==> src/rtl/mem_line_assembler.sv <==
// Assembles BEATS external memory beats into one cache line, delivered through a holding register.
// Optional sticky lost-beat flag: define MEM_LINE_ASM_OVERRUN_EN.
module mem_line_assembler #(
  parameter int EXT_W = 40,
  parameter int BEATS = 2
) (
  input  logic                     clk,
  input  logic                     arst_n,
  input  logic [EXT_W-1:0]         i_mem_data,
  input  logic                     i_mem_data_valid,
  output logic                     o_ready,
  input  logic                     i_halt,
  input  logic                     i_flush,
  output logic [EXT_W*BEATS-1:0]   o_mem_data,
  output logic                     o_mem_data_valid,
  input  logic                     i_line_ready,
  output logic                     o_overrun
);

  localparam int INT_W = EXT_W * BEATS;
  localparam int CNT_W = (BEATS > 1) ? $clog2(BEATS) : 1;

  typedef enum logic {FILL, STALL} state_t;

  state_t             state_q, state_d;
  logic [CNT_W-1:0]   cnt_q, cnt_d;
  logic [INT_W-1:0]   asm_q, asm_d;
  logic [INT_W-1:0]   hold_q, hold_d;
  logic               hvalid_q, hvalid_d;
  logic [INT_W-1:0]   asm_merged;
  logic               acc;
  logic               last;
  logic               hfree;

  assign o_ready = ~i_halt & ~i_flush & (state_q == FILL);
  assign acc     = i_mem_data_valid & o_ready;
  assign last    = (cnt_q == CNT_W'(BEATS - 1));
  assign hfree   = ~hvalid_q | i_line_ready;

  // Assembly register with the current beat dropped into the slot the counter points at.
  always_comb begin
    asm_merged = asm_q;
    for (int k = 0; k < BEATS; k++) begin
      if (cnt_q == CNT_W'(k)) begin
        asm_merged[k*EXT_W +: EXT_W] = i_mem_data;
      end
    end
  end

  always_comb begin
    state_d  = state_q;
    cnt_d    = cnt_q;
    asm_d    = asm_q;
    hold_d   = hold_q;
    hvalid_d = hvalid_q;
    if (hvalid_q & i_line_ready) begin
      hvalid_d = 1'b0;
    end
    // Flush only throws away the partial or pending line; the holding register is left alone.
    if (i_flush) begin
      cnt_d   = '0;
      state_d = FILL;
    end else if (state_q == STALL) begin
      if (hfree) begin
        hold_d   = asm_q;
        hvalid_d = 1'b1;
        state_d  = FILL;
      end
    end else if (acc) begin
      asm_d = asm_merged;
      if (last) begin
        cnt_d = '0;
        if (hfree) begin
          hold_d   = asm_merged;
          hvalid_d = 1'b1;
        end else begin
          state_d = STALL;
        end
      end else begin
        cnt_d = cnt_q + CNT_W'(1);
      end
    end
  end

  always_ff @(posedge clk or negedge arst_n) begin
    if (!arst_n) begin
      state_q  <= FILL;
      cnt_q    <= '0;
      asm_q    <= '0;
      hold_q   <= '0;
      hvalid_q <= 1'b0;
    end else begin
      state_q  <= state_d;
      cnt_q    <= cnt_d;
      asm_q    <= asm_d;
      hold_q   <= hold_d;
      hvalid_q <= hvalid_d;
    end
  end

  assign o_mem_data       = hold_q;
  assign o_mem_data_valid = hvalid_q;

`ifdef MEM_LINE_ASM_OVERRUN_EN
  logic ovr_q;

  // A beat offered while not ready is lost, unless it was deliberately flushed.
  always_ff @(posedge clk or negedge arst_n) begin
    if (!arst_n) begin
      ovr_q <= 1'b0;
    end else if (i_flush) begin
      ovr_q <= 1'b0;
    end else if (i_mem_data_valid & ~o_ready) begin
      ovr_q <= 1'b1;
    end
  end

  assign o_overrun = ovr_q;
`else
  assign o_overrun = 1'b0;
`endif

endmodule

==> config.mk <==
export PLATFORM = sky130hd
export DESIGN_NAME = mem_line_assembler
export DESIGN_NICKNAME = d
export VERILOG_FILES = /design/src/rtl/mem_line_assembler.sv
export SDC_FILE = /design/constraint.sdc
export NUM_CORES = 1
export LEC_CHECK = 0
export BUFFER_PORTS_ARGS = -buffer_cell sky130_fd_sc_hd__buf_2
export CAP_MARGIN = 10
export CORE_MARGIN = 3
export CORE_UTILIZATION = 40
export DETAILED_ROUTE_END_ITERATION = 16
export GPL_TIMING_DRIVEN = 0
export PLACE_DENSITY_LB_ADDON = 0.05
export SLEW_MARGIN = 20
export SYNTH_ARGS = -nofsm -noshare
export SYNTH_HDL_FRONTEND = slang
export SYNTH_SLANG_ARGS = --single-unit
==> constraint.sdc <==
create_clock -name clk -period 2.59 [get_ports clk]
set_clock_uncertainty 0.2 [all_clocks]
set_input_delay 0.3885 -clock clk [delete_from_list [all_inputs] [get_ports clk]]
set_output_delay 0.3885 -clock clk [all_outputs]
set_load 0.005 [all_outputs]
==> results.py, run 1 <==
metrics = {
    "power_and_ir_drop": {
        "seqPwrFrac_pct": 46.2,
        "clkPwrFrac_pct": 33.0,
        "switching_power_mw": 1.92,
        "p_per_area_mw_per_mm2": 904,
        "combPwrFrac_pct": 20.8,
        "p_sw_share_pct": 24.6,
        "leakage_nw": 4.17,
        "p_int_mw": 5.89,
        "ir_drop_v": 0.000454,
    },
    "floorplan": {
        "die_x_um": 139,
        "io_pins": 129,
        "start_util_pct": 41.7,
        "core_mm2": 0.0169,
        "dieArea_mm2": 0.0193,
        "rows": 47,
        "fp.dieH_um": 139,
    },
    "yosys": {
        "syn-mean-instance-area_um2": 15.8,
        "yosysSeqAreaShare_pct": 57.7,
        "synth_fa_ha_area_share_pct": 0,
        "synth_xor_area_share_pct": 0.124,
        "synth-seq-cells": 163,
        "netlist.area_leader.share_pct": 57.7,
        "synth_top_family_by_area": "multiplexers",
        "synth.area.top_cells": "dfrtp_1, mux2_2, buf_6, buf_2, mux2_1",
        "syn-num-nets": 493,
        "synth_cells": 447,
        "synth-simple-area-share_pct": 0.920,
        "yosys_warnings": 0,
        "syn_area_mm2": 0.00707,
        "synth_compound_area_share_pct": 0.212,
        "synth_largest_area_cell": "dfrtp_1",
        "synth_cell_types": 19,
        "muxShareOfSynthArea_pct": 38.2,
    },
    "finish": {
        "areaGrowthSynthToFinish_pct": 22.1,
        "multi_input_area_mm2": 0.00280,
        "final_cells": 827,
        "num_antenna_cells": 0,
        "final_core_util_pct": 51.0,
        "fillers": 1475,
        "design_area_mm2": 0.00863,
        "final_nets": 642,
        "drive_above_1_share_pct": 68.4,
        "seq_area_mm2": 0.00408,
    },
    "worst_setup_path": {
        "r2r_cells": 5,
        "critPathCaptureType": "flop",
        "rr_endpoint": "o_mem_data[46]$_DFFE_PN0P_",
        "critPathKind": "flop to flop",
        "worstPathMaxFanout": 10,
        "critPathArrivalTime_ps": 2210,
        "r2r_setup_slack_ps": 480,
        "r2r_start": "state_q$_DFF_PN0_",
        "worstPathRequired_ps": 2690,
        "cp-startpoint": "state_q$_DFF_PN0_",
        "start_kind": "flop",
    },
    "sta": {
        "fin_crit_ps": 2110,
        "grt_setup_unrepaired": "false",
        "whs_ps": 41.7,
        "worstMarginPinSlew_ps": 595,
        "fmax_mhz": 474,
        "fin_crit_sh_pct": 81.4,
        "setup_viol": 0,
        "slew_headroom_pct": 60.3,
        "hold_viol_final": 0,
        "slew_viol_final": 0,
    },
    "cts": {
        "cts_tree": "yes",
        "cts.sinks": 163,
        "cts_buffer_depth": 2,
        "clock_latency_ps": 410,
        "cts_setup_buffers": 0,
        "cts_resized": 0,
        "cts_root_buffer": "clkbuf_16",
        "h-tree-depth": 4,
        "numCtsBuffers": 17,
        "hold_buffers": 2,
        "clk_pin_slew_worst_paths_ps": 60,
    },
    "global_route": {
        "grt_pass1_wl_mm": 24.7,
        "grt_start_max_net_pins": 88,
        "grt.overflow.total": 0,
        "grt_use_total_pct": 16.2,
        "grt_antenna_before_repair": 0,
        "grt_pass1_vias": 4501,
    },
    "place": {
        "place_area_mm2": 0.00802,
        "port_buffers": 127,
        "place_inst": 795,
        "hpwl_mm": 10.0,
        "gp_congestion": 0.693,
    },
    "worst_hold_path": {
        "holdPathStages": 2,
        "min_to": "asm_q[51]$_DFFE_PN0P_",
        "hp-class": "input pin to flop",
        "min_from": "i_mem_data[11]",
    },
    "status": {
        "status": "finished clean",
    },
    "route": {
        "viasPerCell": 4.99,
        "vias": 4127,
        "ant_nets": 0,
        "drt_first_pass_iters": 4,
        "detail_route.wl_per_cell_um": 18.2,
        "routed_wirelength_mm": 15.1,
        "drt_first_iter_violations": 121,
        "drc_errors": 0,
    },
    "run": {
        "max_cap_viol_count": 0,
    },
}
## worst max-delay path: stages (launching register included)
cell      delay, ps
dfrtp_1         440
nor2b_1         150
clkbuf_1        230
buf_2           340
mux2_2          380
mux2_2          260
## synth_stat cells
master and count:
clkbuf_1 1, buf_2 16, mux2_1 7, o211a_1 1, o21ai_0 1, buf_6 9, nor3b_1 2, conb_1 1
xnor2_1 1, inv_1 1, nor3_1 2, nor2b_1 1, and3b_1 1, buf_4 1, mux2_2 233, nand2b_1 1
dfrtp_1 163, nand2_1 2, nor2_1 3
## layout by cell type, fill, tap and decap left out
cell / instances
mux2_2: 233
dfrtp_1: 163
buf_2: 142
clkbuf_16: 17
buf_6: 9
mux2_1: 7
bufinv_16: 4
clkinv_2: 4
nor2_1: 3
clkbuf_1: 3
clkinvlp_4: 3
nor3_1: 2
nor3b_1: 2
nand2_1: 2
dlygate4sd3_1: 2
nand2b_1: 1
and3b_1: 1
o21ai_0: 1
nor2b_1: 1
inv_1: 1
o211a_1: 1
xnor2_1: 1
buf_4: 1
conb_1: 1
buf_8: 1
buf_16: 1
## cell families after synthesis
logic type,Yosys count
other,1
AOI/OAI and AO/OA,2
DFF,163
muxes,240
and+or+nand+nor,12
xor gates and xnor gates,1
buffers and inverters,28
## state kept, by name, indices dropped and copies added, names as in the netlist
name,count
asm_q,80
cnt_q,1
o_mem_data,80
o_mem_data_valid,1
state_q,1
## metal layers
layer  routed length [um]  track usage [%]  vias up
met5                    0                0        -
met4                  209             5.41        0
met3                  627             4.07       17
met1                 6890             21.2     2124
li1                     -                -     1901
met2                 7360             26.4       85
## cell type report
type                       count  share of cell area (%)
timing repair buffer         130                    8.03
inverter                       1                  0.0435
tap                          220                    3.19
clock inverter                11                    1.88
multi-input combinational    256                    32.4
sequential                   163                    47.2
clock buffer                  19                    5.01
buffer                        27                    2.23
## worst max-delay path by stage
| stage | end | slack, ps | cells past startpoint |
|---|---|---|---|
| floorplan | o_mem_data[69]$_DFFE_PN0P_ | 800 | 5 |
| global placement | o_mem_data[10]$_DFFE_PN0P_ | -1570 | 1 |
| detailed placement | o_mem_data[46]$_DFFE_PN0P_ | 450 | 5 |
| CTS | o_mem_data[46]$_DFFE_PN0P_ | 440 | 5 |
| global route | o_mem_data[47]$_DFFE_PN0P_ | 360 | 5 |
| finish | o_mem_data[46]$_DFFE_PN0P_ | 480 | 5 |
## stage by stage
stage | TNS [ps] | setup WS [ps] | power, mW
6_report | 0 | 482 | 7.81
5_1_grt | 0 | 360 | 8.26
4_1_cts | 0 | 442 | 7.93
3_5_place_dp | 0 | 454 | 5.32
3_3_place_gp | -254130 | -1570 | 5.22
2_1_floorplan | 0 | 799 | 4.56
## power groups by stage
| stage | Combinational [mW] | Sequential, mW | Clock (mW) |
|---|---|---|---|
| after floorplan | 0.944 | 3.62 | 0 |
| after global placement | 1.60 | 3.62 | 0 |
| after detailed placement | 1.66 | 3.66 | 0 |
| after CTS | 1.67 | 3.62 | 2.65 |
| after global routing | 1.80 | 3.70 | 2.76 |
| final | 1.62 | 3.61 | 2.58 |
Power figures use the tool's default switching activity.
==> run 2, diff against run 1 <==
==> constraint.sdc (replaced) <==
create_clock -name clk -period 2 [get_ports clk]
set_clock_uncertainty 0.2 [all_clocks]
set_input_delay 0.3 -clock clk [delete_from_list [all_inputs] [get_ports clk]]
set_output_delay 0.3 -clock clk [all_outputs]
set_load 0.005 [all_outputs]
==> run 2 against run 1 <==
Die area unchanged. Critical endpoint is now o_mem_data[54]$_DFFE_PN0P_. Hold slack improved by 46 ps. Largest power group unchanged. Cell count increased by 5.0%. Clock power increased by 29%.
==> results.py, run 2 (same netlist as run 1, synthesis figures left out) <==
metrics = {
    "power_and_ir_drop": {
        "leakage_nw": 4.36,
        "combPwrFrac_pct": 21.4,
        "p_int_mw": 7.69,
        "ir_drop_v": 0.000583,
        "p_sw_share_pct": 24.5,
        "clkPwrFrac_pct": 32.7,
        "switching_power_mw": 2.50,
        "p_per_area_mw_per_mm2": 1120,
        "seqPwrFrac_pct": 45.9,
    },
    "sta": {
        "fmax_mhz": 511,
        "setup_viol": 0,
        "fin_crit_sh_pct": 97.8,
        "worstMarginPinSlew_ps": 598,
        "fin_crit_ps": 1960,
        "tns_ps": 0,
        "hold_viol_final": 0,
        "grt_setup_unrepaired": "true",
        "slew_viol_final": 0,
        "setup_ws_ps": 44.7,
        "slew_headroom_pct": 60.1,
    },
    "place": {
        "hpwl_mm": 10.0,
        "gp_congestion": 0.693,
        "port_buffers": 127,
        "place_area_mm2": 0.00802,
        "dpl_worst_slack_ps": -136,
    },
    "global_route": {
        "grt_pass1_vias": 4630,
        "grt_pass1_wl_mm": 25.3,
        "grt.overflow.total": 0,
        "grt_antenna_before_repair": 0,
        "grt_use_total_pct": 16.5,
        "grt_start_max_net_pins": 88,
    },
    "floorplan": {
        "start_util_pct": 41.7,
        "dieArea_mm2": 0.0193,
        "rows": 47,
        "die_x_um": 139,
        "core_mm2": 0.0169,
        "fp.dieH_um": 139,
        "io_pins": 129,
    },
    "finish": {
        "design_area_mm2": 0.00908,
        "num_antenna_cells": 0,
        "final_core_util_pct": 53.6,
        "final_common_cell": "mux2_2",
        "layout_common_cells": "mux2_2, dfrtp_1, buf_2, dlygate4sd3_1, clkbuf_16",
        "areaGrowthSynthToFinish_pct": 28.5,
        "final_nets": 683,
        "drive_above_1_share_pct": 64.5,
    },
    "worst_setup_path": {
        "critPathCaptureType": "flop",
        "r2r_start": "state_q$_DFF_PN0_",
        "worstPathRequired_ps": 2100,
        "endpoint": "o_mem_data[54]$_DFFE_PN0P_",
        "critPathArrivalTime_ps": 2050,
        "critPathKind": "flop to flop",
        "r2r_setup_slack_ps": 40,
        "rr_endpoint": "o_mem_data[54]$_DFFE_PN0P_",
        "start_kind": "flop",
        "r2r_cells": 5,
        "worstPathMaxFanout": 10,
        "cp-startpoint": "state_q$_DFF_PN0_",
    },
    "route": {
        "drt_first_pass_iters": 4,
        "viasPerCell": 4.93,
        "drt_first_iter_violations": 131,
        "detail_route.wl_per_cell_um": 17.7,
        "vias": 4277,
        "routed_wirelength_mm": 15.4,
        "ant_nets": 0,
        "drc_errors": 0,
    },
    "cts": {
        "cts.sinks": 163,
        "cts_setup_buffers": 0,
        "h-tree-depth": 4,
        "numCtsBuffers": 17,
        "cts_buffer_depth": 2,
        "cts_root_buffer": "clkbuf_16",
        "cts_tree": "yes",
        "clk_pin_slew_worst_paths_ps": 60,
        "clock_latency_ps": 410,
    },
    "worst_hold_path": {
        "hp-class": "input pin to flop",
    },
    "run": {
        "max_cap_viol_count": 0,
    },
    "status": {
        "status": "finished clean",
    },
}
## run 2: cell count changes in the layout (fill, tap and decap cells not counted), moves of 3 or more
cell,delta
dlygate4sd3_1,+41
buf_2,-11
clkbuf_4,+7
buf_4,+3
## run 2: worst min-delay path by stage
stage | startpoint | to | slack, ps | cells after the start
finish | i_mem_data[19] | o_mem_data[59]$_DFFE_PN0P_ | 90 | 3
global route | i_mem_data[19] | o_mem_data[59]$_DFFE_PN0P_ | 80 | 3
CTS | i_mem_data[19] | o_mem_data[59]$_DFFE_PN0P_ | 70 | 3
detailed placement | arst_n | asm_q[33]$_DFFE_PN0P_ | 120 | 1
global placement | asm_q[72]$_DFFE_PN0P_ | asm_q[72]$_DFFE_PN0P_ | 280 | 1
floorplan | arst_n | asm_q[0]$_DFFE_PN0P_ | -200 | 0
## run 2: power by group through the flow
| stage | clock network (mW) | logic [mW] | registers, mW |
|---|---|---|---|
| final | 3.33 | 2.18 | 4.67 |
| after global routing | 3.58 | 2.41 | 4.79 |
| after floorplan | 0 | 1.22 | 4.68 |
| after detailed placement | 0 | 2.15 | 4.74 |
| after CTS | 3.43 | 2.23 | 4.68 |
| after global placement | 0 | 2.08 | 4.69 |
## run 2: metal layers
layer | track usage (%) | part of all wire (%)
met1 | 21.8 | 46
met2 | 27.3 | 50
met3 | 3.55 | 3.5
met4 | 5.30 | 1.3
met5 | 0 | 0
## run 2: timing repair
item / CTS / global route
hold endpoints to repair: 159 / 0
endpoints found under the setup margin: 78 / 107
hold buffers: 43 / 0
gates resized for setup: 5 / 10
## run 2: area by class of cell
type	instances	area (um2)
Timing Repair Buffer	171	1100
Inverter	1	3.75
Multi-Input combinational cell	256	2800
Fill cell	1438	7850
Tap cell	220	275
Sequential cell	163	4080
Clock buffer	19	433
Buffer	27	225
Clock inverter	11	163
## run 2: critical path, stage by stage (launching register included)
cell,delay (ps)
dfrtp_1,450
nor2b_1,150
clkbuf_2,200
buf_4,230
mux2_2,350
mux2_2,260
## run 2: per-stage QoR
| stage | hold slack (ps) | cells | total power [mW] |
|---|---|---|---|
| global route | 79.6 | 868 | 10.8 |
| finish | 88.1 | 868 | 10.2 |
| floorplan | -196 | 447 | 5.91 |
| detailed placement | 116 | 795 | 6.89 |
| CTS | 68.5 | 868 | 10.3 |
| global placement | 279 | 794 | 6.77 |
